**src/rtl/contador_param.sv**
```systemverilog
// Parameterised up/down/step counter with programmable terminal value,
// a registered wrap pulse and a combinational look-ahead carry for cascading.
module contador_param #(
    parameter int WIDTH = 16,
    parameter int STEP  = 3
) (
    input  logic             clk_i,
    input  logic             rst_n_i,
    input  logic             enb_i,
    input  logic             cin_i,
    input  logic [1:0]       modo_i,
    input  logic [WIDTH-1:0] d_i,
    input  logic [WIDTH-1:0] limit_i,
    output logic [WIDTH-1:0] q_o,
    output logic             rco_o,
    output logic             cout_o
);

    localparam logic [1:0] MODO_UP   = 2'b00;
    localparam logic [1:0] MODO_DOWN = 2'b01;
    localparam logic [1:0] MODO_STEP = 2'b10;
    localparam logic [1:0] MODO_LOAD = 2'b11;

    localparam logic [WIDTH-1:0] STEP_W = STEP[WIDTH-1:0];
    localparam logic [WIDTH-1:0] ONE_W  = {{(WIDTH-1){1'b0}}, 1'b1};

    logic [WIDTH-1:0] q_q, q_d;
    logic             rco_q, rco_d;
    logic [WIDTH-1:0] count_next;
    logic             wrap;
    logic             count_en;

    // Wrap condition and counting next value, both from the current Q only.
    always_comb begin
        wrap       = 1'b0;
        count_next = q_q;
        case (modo_i)
            MODO_UP: begin
                if (q_q >= limit_i) begin
                    wrap       = 1'b1;
                    count_next = '0;
                end else begin
                    count_next = q_q + ONE_W;
                end
            end
            MODO_DOWN: begin
                if (q_q > limit_i) begin
                    count_next = limit_i;
                end else if (q_q == '0) begin
                    wrap       = 1'b1;
                    count_next = limit_i;
                end else begin
                    count_next = q_q - ONE_W;
                end
            end
            MODO_STEP: begin
                // Out-of-range Q clamps to LIMIT without signalling a wrap.
                if (q_q > limit_i) begin
                    count_next = limit_i;
                end else if (q_q < STEP_W) begin
                    wrap       = 1'b1;
                    count_next = limit_i;
                end else begin
                    count_next = q_q - STEP_W;
                end
            end
            default: begin
                wrap       = 1'b0;
                count_next = q_q;
            end
        endcase
    end

    assign count_en = enb_i & cin_i & (modo_i != MODO_LOAD);

    always_comb begin
        q_d   = q_q;
        rco_d = 1'b0;
        if (enb_i) begin
            if (modo_i == MODO_LOAD) begin
                q_d = d_i;
            end else if (count_en) begin
                q_d   = count_next;
                rco_d = wrap;
            end
        end
    end

    always_ff @(posedge clk_i or negedge rst_n_i) begin
        if (!rst_n_i) begin
            q_q   <= '0;
            rco_q <= 1'b0;
        end else begin
            q_q   <= q_d;
            rco_q <= rco_d;
        end
    end

    assign q_o    = q_q;
    assign rco_o  = rco_q;
    assign cout_o = count_en & wrap;

endmodule

```
**config.mk**
```make
export PLATFORM = sky130hd
export DESIGN_NAME = contador_param
export DESIGN_NICKNAME = d
export VERILOG_FILES = /design/src/rtl/contador_param.sv
export SDC_FILE = /design/constraint.sdc
export NUM_CORES = 1
export LEC_CHECK = 0
export ABC_CLOCK_PERIOD_IN_PS = 3300
export CORE_ASPECT_RATIO = 2
export CORE_UTILIZATION = 29
export CTS_CLUSTER_DIAMETER = 60
export CTS_CLUSTER_SIZE = 10
export DETAILED_ROUTE_END_ITERATION = 10
export HOLD_SLACK_MARGIN = 0.15
export SLEW_MARGIN = 20
export SYNTH_ARGS = -nofsm -noshare
export SYNTH_HDL_FRONTEND = slang
export SYNTH_SLANG_ARGS = --single-unit
```
**constraint.sdc**
```tcl
create_clock -name clk_i -period 3.3 [get_ports clk_i]
set_clock_uncertainty 0.2 [all_clocks]
set_input_delay 0.33 -clock clk_i [delete_from_list [all_inputs] [get_ports clk_i]]
set_output_delay 0.33 -clock clk_i [all_outputs]
set_load 0.05 [all_outputs]
```
======== Word level (Yosys, flattened, before mapping) ========
Cells that the tools add are included.
storage, ports and cells
  logic and storage cells ................. 37
  input port bits ......................... 38
  bits in registers ....................... 17
  output and inout port bits .............. 18
operators by class
  mux-type cells .......................... 17
  bitwise operators ....................... 3
  reduce and logical (&&, ||, !) cells .... 5
  magnitude comparators ................... 3
  eq/ne operators ......................... 4
  add/sub/neg operators ................... 3
operators with widths
  operator                 count
  $mux W16                 7
  $pmux W16 S3             1
  $add A16 B1 Y16 const B  1
  $ge A16 B16 Y1           1
  $gt A16 B16 Y1           1
  $logic_not A16 Y1        1
  $lt A16 B2 Y1 const B    1
  $sub A16 B1 Y16 const B  1
  $sub A16 B2 Y16 const B  1
  $mux W1                  8
  $eq A2 B2 Y1 const B     2
  $reduce_bool A4 Y1       1
  $and A1 B1 Y1            3
  $pmux W1 S3              1
  $reduce_and A3 Y1        1
  $eq A2 B1 Y1 const B     1
  $logic_not A2 Y1         1
  $ne A2 B2 Y1 const B     1
  $reduce_bool A2 Y1       1

======== Longest topological paths before layout ========
Gate-level depths: netlist of the first run.
  word-level depth ........................ 7
  gate-level depth with buffers ........... 11
  gate-level depth less buffers ........... 9

======== Least setup slack after synthesis of the first run ========
Ideal clock, no wire load.
  path kind ............................... reg2out
  from .................................... reg q_q[0], in the netlist q_o[0]
  to ...................................... out cout_o
  stages on the path, launching flop included .. 11
  slack ................................... -2.163 ns
  arrival ................................. 4.933 ns
  cell sequence ........................... dfrtp_1 -> clkbuf_1 -> inv_1 -> ha_1 -> nor2b_1 -> o211ai_1 -> a2111o_1 -> nand3_2 -> buf_1 -> nor2_1 -> a2111oi_0
between the ends
  longest elaborated chain between the ends .. 5
ends and longest elaborated chain
  element                                             line    text
  start: declaration                                  27      logic [WIDTH-1:0] q_q, q_d;
  start signal: assignment                            94      q_q <= q_d;
  $lt A16 B2 Y1 or $logic_not A16 Y1 (tied branches)  60, 49
  $mux W1, on equally long branches                   60, 49
  $mux W1, on equally long branches                   58, 47
  $pmux W1 S3 (*)                                     37      case (modo_i)
  $and A1 B1 Y1 (*)                                   101     assign cout_o = count_en & wrap;
  end: declaration                                    16      output logic cout_o
Every way passes the cells marked *; elsewhere a longest branch is shown, timed or not.

======== Worst setup path in the final report of the first run ========
  from .................................... in limit_i[2]
  to ...................................... out cout_o
between the ends
  longest elaborated chain between the ends .. 4
ends and longest elaborated chain
  element                                           line        text
  start: declaration                                13          input logic [WIDTH-1:0] limit_i,
  $gt A16 B16 Y1 or $ge A16 B16 Y1 (tied branches)  47, 58, 39
  $mux W1, on equally long branches                 58, 39, 47
  $pmux W1 S3 (*)                                   37
  $and A1 B1 Y1 (*)                                 101
Marks and branches as above.

==> results of run 1 <==
==> cells by family (layout without fill, tap and decap cells) <==
family                   after synthesis  after routing  share of synthesized area
AO/OA/AOI/OAI                        142            142                      0.299
XOR/XNOR                              25             25                     0.0662
adder cells (fa/ha/maj)               23             23                     0.0870
buffers and inverters                 64            189                     0.0802
flip-flops                            17             17                      0.129
multiplexers                          17             17                     0.0537
AND/OR/NAND/NOR                      171            171                      0.286
==> layer usage <==
metal  wire length (um)  track usage  vias up
met1               5550        0.274     2141
met2               8620        0.505      223
li1                   -            -     2015
met5                  0            0        -
met4               1410        0.236        0
met3                788       0.0316       84
==> power by group <==
| group | internal (mW) | switching (mW) | total [mW] |
|---|---|---|---|
| Combinational | 1.29 | 1.71 | 3.00 |
| Sequential | 0.300 | 0.122 | 0.423 |
| Clock | 0.166 | 0.118 | 0.284 |
| Total | 1.76 | 1.95 | 3.71 |
==> per-stage QoR <==
step	TNS [ns]	cell area (um^2)	utilization	setup WS, ns
CTS	-0.00512	4860	0.441	-0.00512
global placement	-1.66	4640	0.421	-0.270
detailed placement	-1.77	4640	0.421	-0.234
floorplan	-0.103	3370	-	-0.103
finish	0	4970	0.452	0.0343
global route	-0.00282	4970	0.452	-0.00282
==> tightest hold or removal path: cells and delay by family <==
kind            cells  cell delay [ns]
compound gates      2             0.23
buf+inv             2             0.22
==> timing repair <==
item,CTS,global route
pin swaps,13,16
endpoints found under the setup margin,1,15
gates resized for setup,21,25
setup buffers,8,5
==> flip-flops by register name (all words and copies together), names as in the netlist <==
name and cells:
rco_o 1, q_o 16
==> worst max-delay path by stage <==
stage | start | end | slack (ns)
2_1_floorplan | q_o[15] | cout_o | -0.10
3_3_place_gp | limit_i[15] | q_o[5] | -0.27
3_5_place_dp | limit_i[13] | q_o[7] | -0.23
4_1_cts | limit_i[13] | cout_o | -0.005
5_1_grt | limit_i[11] | cout_o | -0.003
6_report | limit_i[2] | cout_o | 0.03
==> layout by cell type (no fill, tap or decap), types with 9 or more instances in the layout <==
| master | Yosys | layout |
|---|---|---|
| a21oi_1 | 25 | 22 |
| buf_4 | 1 | 99 |
| clkdlybuf4s50_1 | 0 | 45 |
| dfrtp_2 | 0 | 12 |
| ha_1 | 23 | 17 |
| inv_1 | 27 | 23 |
| mux2i_1 | 14 | 14 |
| nand2_1 | 33 | 33 |
| nand3_1 | 33 | 33 |
| nand4_1 | 10 | 10 |
| nor2_1 | 22 | 19 |
| nor3_1 | 18 | 18 |
| nor4_1 | 10 | 9 |
| o211ai_1 | 9 | 9 |
| o21ai_0 | 31 | 29 |
| o221ai_1 | 11 | 11 |
| xnor2_1 | 14 | 14 |
| xor2_1 | 11 | 11 |
==> area by class of cell <==
type / count / share of cell area
timing repair buffer: 158 / 0.280
clock buffer: 4 / 0.0158
multi-input combinational: 378 / 0.560
tap: 140 / 0.0352
sequential: 17 / 0.0885
inverter: 27 / 0.0204
==> impl_metrics.yaml, run 1 <==
finish:
  seq_area_um2: 440
  drive_gt1_frac: 0.271
  fillCellCount: 1150
  nets: 646
  area_growth_pct: 50.3
  diodes: 0
  multi_input_area_um2: 2790
  finalNonFillerCells: 724
power:
  power_leakage_nw: 1.99
  ir_drop_uv: 297
  powerDensity_nw_per_um2: 745
  finalPower_mw: 3.71
yosys:
  synth_top_area_share: 0.129
  synth.distinct_cells: 65
  netlist_instances: 459
  synthTopCellsByCount: "33 x nand2_1, 33 x nand3_1, 31 x o21ai_0"
  async_reset_ff_frac: 1.00
  yosysSeqAreaShare: 0.129
  syn-cell-area_um2: 3310
  syn_nets: 520
  ys_ff_latch: 17
  synth_area_leaders: "dfrtp_1 13%, ha_1 8.7%, nand3_1 5.0%"
  syn_area_per_cell_um2: 7.21
  synth_warnings: 0
  yosysTopAreaCell: "dfrtp_1"
  synth-edff-count: 0
  synth_ff_type: "dfrtp_1"
setup_path:
  slowest_delay_ns: 0.53
  reg2reg_from: "q_o[10]"
  cp.required_ns: 2.77
  end_kind: "output port"
  r2r_slack_ns: 0.16
  critical_path_arrival_ns: 2.74
  crit_chain: "clkdlybuf4s50_1, inv_1, ha_1, nand4_1, or4_4, a21oi_4, nor2_4, a2111oi_4, clkbuf_16"
  cp.depth: 9
  path_class: "in -> out"
  path_delay_family: "simple AND/OR/NAND/NOR gates"
  r2r.worst_path.cells: 7
  crit_slowest_cell: "or4_4"
  reg2reg_to: "q_o[6]"
  crit_buf_inv: 3
  cp_max_fo: 3
  worst_setup_path_start_kind: "input pin"
clock_network:
  ctsLongestPathBuffers: 2
  clkTransAtPathRegs_ns: 0.07
  postCtsHoldBufs: 0
  root_buffer: "clkbuf_16"
  cts_made_buffers: 3
  clkLatencyLatePin_ns: 0.27
  htree_levels: 1
  clkSinkCount: 17
  tritoncts: "yes"
drt:
  wl_per_cell_um: 22.6
  first_iter_violations: 318
  routed_wl_um: 16400
  drc: 0
  vias: 4463
  ant_nets: 0
  dr.pass1.iters: 8
  vias_per_cell: 6.16
grt:
  gr-usage-all-layers: 0.279
  grt_pass1_wl_um: 24800
  grt_max_degree: 21
  grt_pass1_vias: 4484
  antenna_found_initial: 0
  grt_overflow: 0
timing:
  tightest_slew_ns: 1.05
  maxSlewViolCount: 0
  min_period_ns: 3.27
  finalCritPeriodShare: 0.990
  maxSlewHeadroom: 0.301
  hold_viol_final: 0
  timing.hold.ws_ns: 0.355
  fmax_ghz: 0.306
  setup_violations: 0
floorplan:
  pin_count: 56
  coreArea_um2: 11000
  rows: 54
  fp.dieW_um: 77.5
  die_h_um: 153
  dieArea_um2: 11900
  initial_core_util: 0.300
placed_design:
  gp_congestion: 1.01
  port_buffers: 55
  dp.cells: 707
  dp.final_hpwl_um: 12800
hold_path:
  min-delay-start: "limit_i[1]"
  hold_path_end: "q_o[1]"
  hp-class: "in -> reg"
  holdPathStages: 4
run_status:
  status: "finished clean"
job:
  max-cap-violations: 0
Power figures use the tool's default switching activity.
==> inputs of run 2 (changes only) <==
--- a/config.mk
+++ b/config.mk
@@ -11,7 +11,8 @@
 export CTS_CLUSTER_DIAMETER = 60
 export CTS_CLUSTER_SIZE = 10
 export DETAILED_ROUTE_END_ITERATION = 10
-export HOLD_SLACK_MARGIN = 0.15
+export HOLD_SLACK_MARGIN = 0.03
+export PLACE_DENSITY = 0.45
 export SLEW_MARGIN = 20
 export SYNTH_ARGS = -nofsm -noshare
 export SYNTH_HDL_FRONTEND = slang
==> impl_metrics.yaml, run 2 (same netlist as run 1, synthesis figures left out) <==
clock_network:
  clkLatencyLatePin_ns: 0.26
  clkSinkCount: 17
  postCtsHoldBufs: 0
  tritoncts: "yes"
  htree_levels: 1
  root_buffer: "clkbuf_16"
  ctsLongestPathBuffers: 2
  clkTransAtPathRegs_ns: 0.06
  cts_made_buffers: 3
finish:
  nets: 651
  final_cell_mix: "101 x buf_4, 46 x clkdlybuf4s50_1, 33 x nand3_1"
  layout_commonest_cell: "buf_4"
  final_cell_area_um2: 5060
  post-route-util: 0.459
  area_growth_pct: 52.9
  drive_gt1_frac: 0.287
  largest_register_ffs: 16
  diodes: 0
drt:
  dr.pass1.iters: 5
  wl_per_cell_um: 22.6
  first_iter_violations: 272
  vias: 4319
  routed_wl_um: 16500
  drc: 0
  vias_per_cell: 5.92
  ant_nets: 0
grt:
  grt_pass1_vias: 4398
  grt_max_degree: 21
  grt_pass1_wl_um: 24800
  grt_overflow: 0
  gr-usage-all-layers: 0.280
  antenna_found_initial: 0
placed_design:
  port_buffers: 55
  placed_area_um2: 4660
  gp_congestion: 0.946
  dp.final_hpwl_um: 12900
timing:
  fmax_ghz: 0.304
  hold_viol_final: 0
  maxSlewViolCount: 0
  min_period_ns: 3.29
  rsz0062_at_grt: "true"
  tightest_slew_ns: 0.931
  maxSlewHeadroom: 0.376
  setup_violations: 0
  finalCritPeriodShare: 0.997
hold_path:
  hp-class: "in -> async"
floorplan:
  fp.dieW_um: 77.5
  die_h_um: 153
  coreArea_um2: 11000
  rows: 54
  dieArea_um2: 11900
  pin_count: 56
  initial_core_util: 0.300
job:
  max-cap-violations: 0
power:
  swShare: 0.528
  p_comb_frac: 0.814
  power_leakage_nw: 2.02
  p_clk_frac: 0.074
  p_switching_mw: 1.97
  powerDensity_nw_per_um2: 739
  seq_power_share: 0.112
  ir_drop_uv: 350
  internal_power_mw: 1.77
setup_path:
  crit_chain: "buf_8, or4_4, nor3_4, buf_6, nand4b_1, a21oi_4, nor2_4, a2111oi_4, clkbuf_16"
  slowest_delay_ns: 0.57
  cp.required_ns: 2.77
  path_delay_family: "simple AND/OR/NAND/NOR gates"
  cp_max_fo: 8
  worst_setup_path_start_kind: "register"
  crit_buf_inv: 3
  path_class: "reg -> out"
  critical_path_arrival_ns: 2.76
  crit_slowest_cell: "or4_4"
  end_kind: "output port"
run_status:
  status: "finished clean"
-- run 2: worst paths after layout --
path                                  start  endpoint  slack, ns  cells after the start
max in group asynchronous           rst_n_i   q_o[10]       2.41                      2
worst max register to register       q_o[9]    q_o[9]       0.17                     10
worst min register to register      q_o[14]   q_o[14]       0.47                      3
worst max-delay path                 q_o[9]    cout_o       0.01                      9
worst min-delay path                rst_n_i    q_o[2]       0.23                      2
min in group clk_i              limit_i[13]   q_o[13]       0.38                      5
-- run 2: per-layer routing --
layer / up-vias / wire length [um] / track usage
met4: 0 / 1180 / 0.197
met5: - / 0 / 0
met2: 172 / 8870 / 0.512
li1: 2014 / - / -
met1: 2081 / 5870 / 0.291
met3: 52 / 587 / 0.0269
-- run 2: what timing repair did --
action                     CTS  global route
setup endpoints to repair    7            13
pin swaps                    8            17
resized for setup           11            41
cloned                       0             0
buffers inserted             5             9
-- run 2: power groups by stage --
stage / combinational, mW / sequential, mW / clock [mW]
after floorplan: 1.40 / 0.681 / 0
after global placement: 2.81 / 0.396 / 0
after detailed placement: 2.81 / 0.398 / 0
after CTS: 2.88 / 0.398 / 0.281
after global routing: 3.24 / 0.426 / 0.290
final: 3.05 / 0.419 / 0.276
-- run 2: worst register-to-register path, stage by stage, from the launching register on --
cell      delay [ns]
dfrtp_2         0.44
buf_8           0.14
or4_4           0.57
nor3_4          0.17
buf_6           0.13
buf_4           0.10
a31oi_1         0.32
a221o_1         0.44
a21boi_0        0.23
buf_4           0.16
o221ai_1        0.10
-- run 2: layout make-up --
type                            instances  area [um^2]
Inverter                               27          101
Sequential cell                        17          440
Clock buffer                            4         78.8
Multi-Input combinational cell        378         2820
Timing Repair Buffer                  163         1440
Tap cell                              140          175
Fill cell                            1127         5950
-- run 2: through the flow --
step	hold WS [ns]	setup TNS [ns]	worst slack (ns)	instances	power (mW)
finish	0.232	0	0.00980	729	3.74
CTS	0.240	0	0.00535	720	3.56
global placement	0.467	-4.52	-0.557	711	3.21
floorplan	-0.166	-0.103	-0.103	459	2.08
global route	0.265	-0.0465	-0.0427	729	3.96
detailed placement	0.467	-4.26	-0.535	711	3.21
==> inputs of run 3 (changes only) <==
--- a/config.mk
+++ b/config.mk
@@ -11,8 +11,9 @@
 export CTS_CLUSTER_DIAMETER = 60
 export CTS_CLUSTER_SIZE = 10
 export DETAILED_ROUTE_END_ITERATION = 10
+export DONT_BUFFER_PORTS = 1
 export HOLD_SLACK_MARGIN = 0.03
-export PLACE_DENSITY = 0.45
+export PLACE_DENSITY = 0.39
 export SLEW_MARGIN = 20
 export SYNTH_ARGS = -nofsm -noshare
 export SYNTH_HDL_FRONTEND = slang
==> impl_metrics.yaml, run 3 (same netlist as run 1, synthesis figures left out) <==
drt:
  routed_wl_um: 16000
  drc: 0
  first_iter_violations: 254
  dr.pass1.iters: 5
  vias_per_cell: 6.20
  ant_nets: 0
  wl_per_cell_um: 24.8
  vias: 3996
grt:
  use_met2: 0.493
  grt_util_met1: 0.275
  antenna_found_initial: 0
  grt_pass1_wl_um: 24100
  grt_max_degree: 21
  grt_overflow: 0
  gr-usage-all-layers: 0.274
  busiest_layer: "met2"
  grt_util_met3: 0.0346
  grt_pass1_vias: 4104
finish:
  diodes: 0
  drive_gt1_frac: 0.228
  area_growth_pct: 23.4
  nets: 567
  largest_register_ffs: 16
  layout_commonest_cell: "buf_4"
  finalNonFillerCells: 645
  final_cell_mix: "75 x buf_4, 33 x nand3_1, 32 x nand2_1"
setup_path:
  worst_setup_path_start_kind: "register"
  crit_slowest_cell: "nor4_1"
  cp.required_ns: 3.22
  end_kind: "register"
  path_class: "reg -> reg"
  crit_buf_inv: 3
  slowest_delay_ns: 0.48
  cp_common_cell: "buf_4"
  path_delay_family: "simple AND/OR/NAND/NOR gates"
  crit_chain: "buf_4, ha_1, buf_4, nor4_4, a21o_1, buf_4, nor2_2, mux2_4, nor4_1, o221ai_1"
  critical_path_arrival_ns: 3.15
  cp_max_fo: 9
timing:
  hold_viol_final: 0
  maxSlewHeadroom: 0.542
  maxSlewViolCount: 0
  tightest_slew_ns: 0.681
  setup_violations: 0
  rsz0062_at_grt: "true"
  finalCritPeriodShare: 0.977
  min_period_ns: 3.22
  fmax_ghz: 0.310
  setup_slack_ns: 0.0758
run_status:
  status: "finished clean"
placed_design:
  port_buffers: 0
  dp.cells: 634
  dp.final_hpwl_um: 12900
  post-place-ws_ns: 0.0181
  gp_congestion: 0.898
clock_network:
  ctsLongestPathBuffers: 2
  htree_levels: 1
  root_buffer: "clkbuf_16"
  clkSinkCount: 17
  clkTransAtPathRegs_ns: 0.07
  cts_made_buffers: 3
  clkLatencyLatePin_ns: 0.27
  tritoncts: "yes"
floorplan:
  pin_count: 56
  die_h_um: 153
  initial_core_util: 0.300
  dieArea_um2: 11900
  rows: 54
  fp.dieW_um: 77.5
  coreArea_um2: 11000
power:
  p_comb_frac: 0.800
  ir_drop_uv: 378
  p_clk_frac: 0.084
  power_leakage_nw: 1.59
  p_switching_mw: 1.85
  seq_power_share: 0.116
  internal_power_mw: 1.45
  powerDensity_nw_per_um2: 809
  swShare: 0.560
job:
  max-cap-violations: 0
hold_path:
  hp-class: "in -> reg"
==> run 3: changes by cell type in the layout (fill, tap and decap cells not counted), sizes merged <==
| cell | previous run | this run |
|---|---|---|
| clkdlybuf4s50 | 46 | 0 |
| dlymetal6s2s | 8 | 0 |
| clkbuf | 5 | 4 |
| dlygate4sd3 | 0 | 1 |
| buf | 108 | 78 |
==> run 3: layer usage <==
layer  part of all wire  vias up
li1                   -     1843
met1               0.34     1919
met2               0.52      172
met3              0.054       62
met4              0.083        0
met5                  0        -
==> run 3: per-stage QoR <==
step / hold WS (ns) / power [mW] / TNS, ns / util / cell area, um^2
after detailed placement: -0.165 / 2.96 / 0 / 0.357 / 3930
after CTS: 0.0815 / 3.27 / 0 / 0.367 / 4050
after floorplan: -0.166 / 2.08 / -0.103 / - / 3370
after global placement: -0.165 / 2.95 / 0 / 0.357 / 3930
after global routing: 0.0950 / 3.52 / -0.0402 / 0.371 / 4090
final: 0.0814 / 3.31 / 0 / 0.371 / 4090
==> run 3: what timing repair did <==
action / CTS / global route
hold endpoints to repair: 17 / 17
setup buffers: 3 / 2
hold buffers: 1 / 1
pin swaps: 3 / 3
resized for setup: 1 / 7
setup endpoints to repair: 2 / 4
==> run 3: power by group through the flow <==
stage	Combinational [mW]	Sequential, mW	Clock (mW)
after floorplan	1.40	0.681	0
after global placement	2.57	0.385	0
after detailed placement	2.57	0.388	0
after CTS	2.60	0.383	0.286
after global routing	2.83	0.397	0.292
final	2.64	0.385	0.277
==> run 3: path summary, 6_finish.rpt <==
kind	cells after the start	slack [ns]	end	start
min in group asynchronous	2	0.41	q_o[10]	rst_n_i
min reg2reg	2	0.43	q_o[3]	q_o[3]
max	10	0.08	q_o[11]	q_o[1]
max reg2reg	10	0.08	q_o[11]	q_o[1]
min	2	0.08	q_o[0]	limit_i[0]
max in group asynchronous	2	2.09	q_o[0]	rst_n_i
==> run 3: layout make-up <==
class / instances / area, um^2
Multi-Input combinational cell: 378 / 2670
Clock buffer: 4 / 78.8
Inverter: 27 / 101
Tap cell: 140 / 175
Timing Repair Buffer: 79 / 618
Sequential cell: 17 / 439
Fill cell: 1199 / 6930
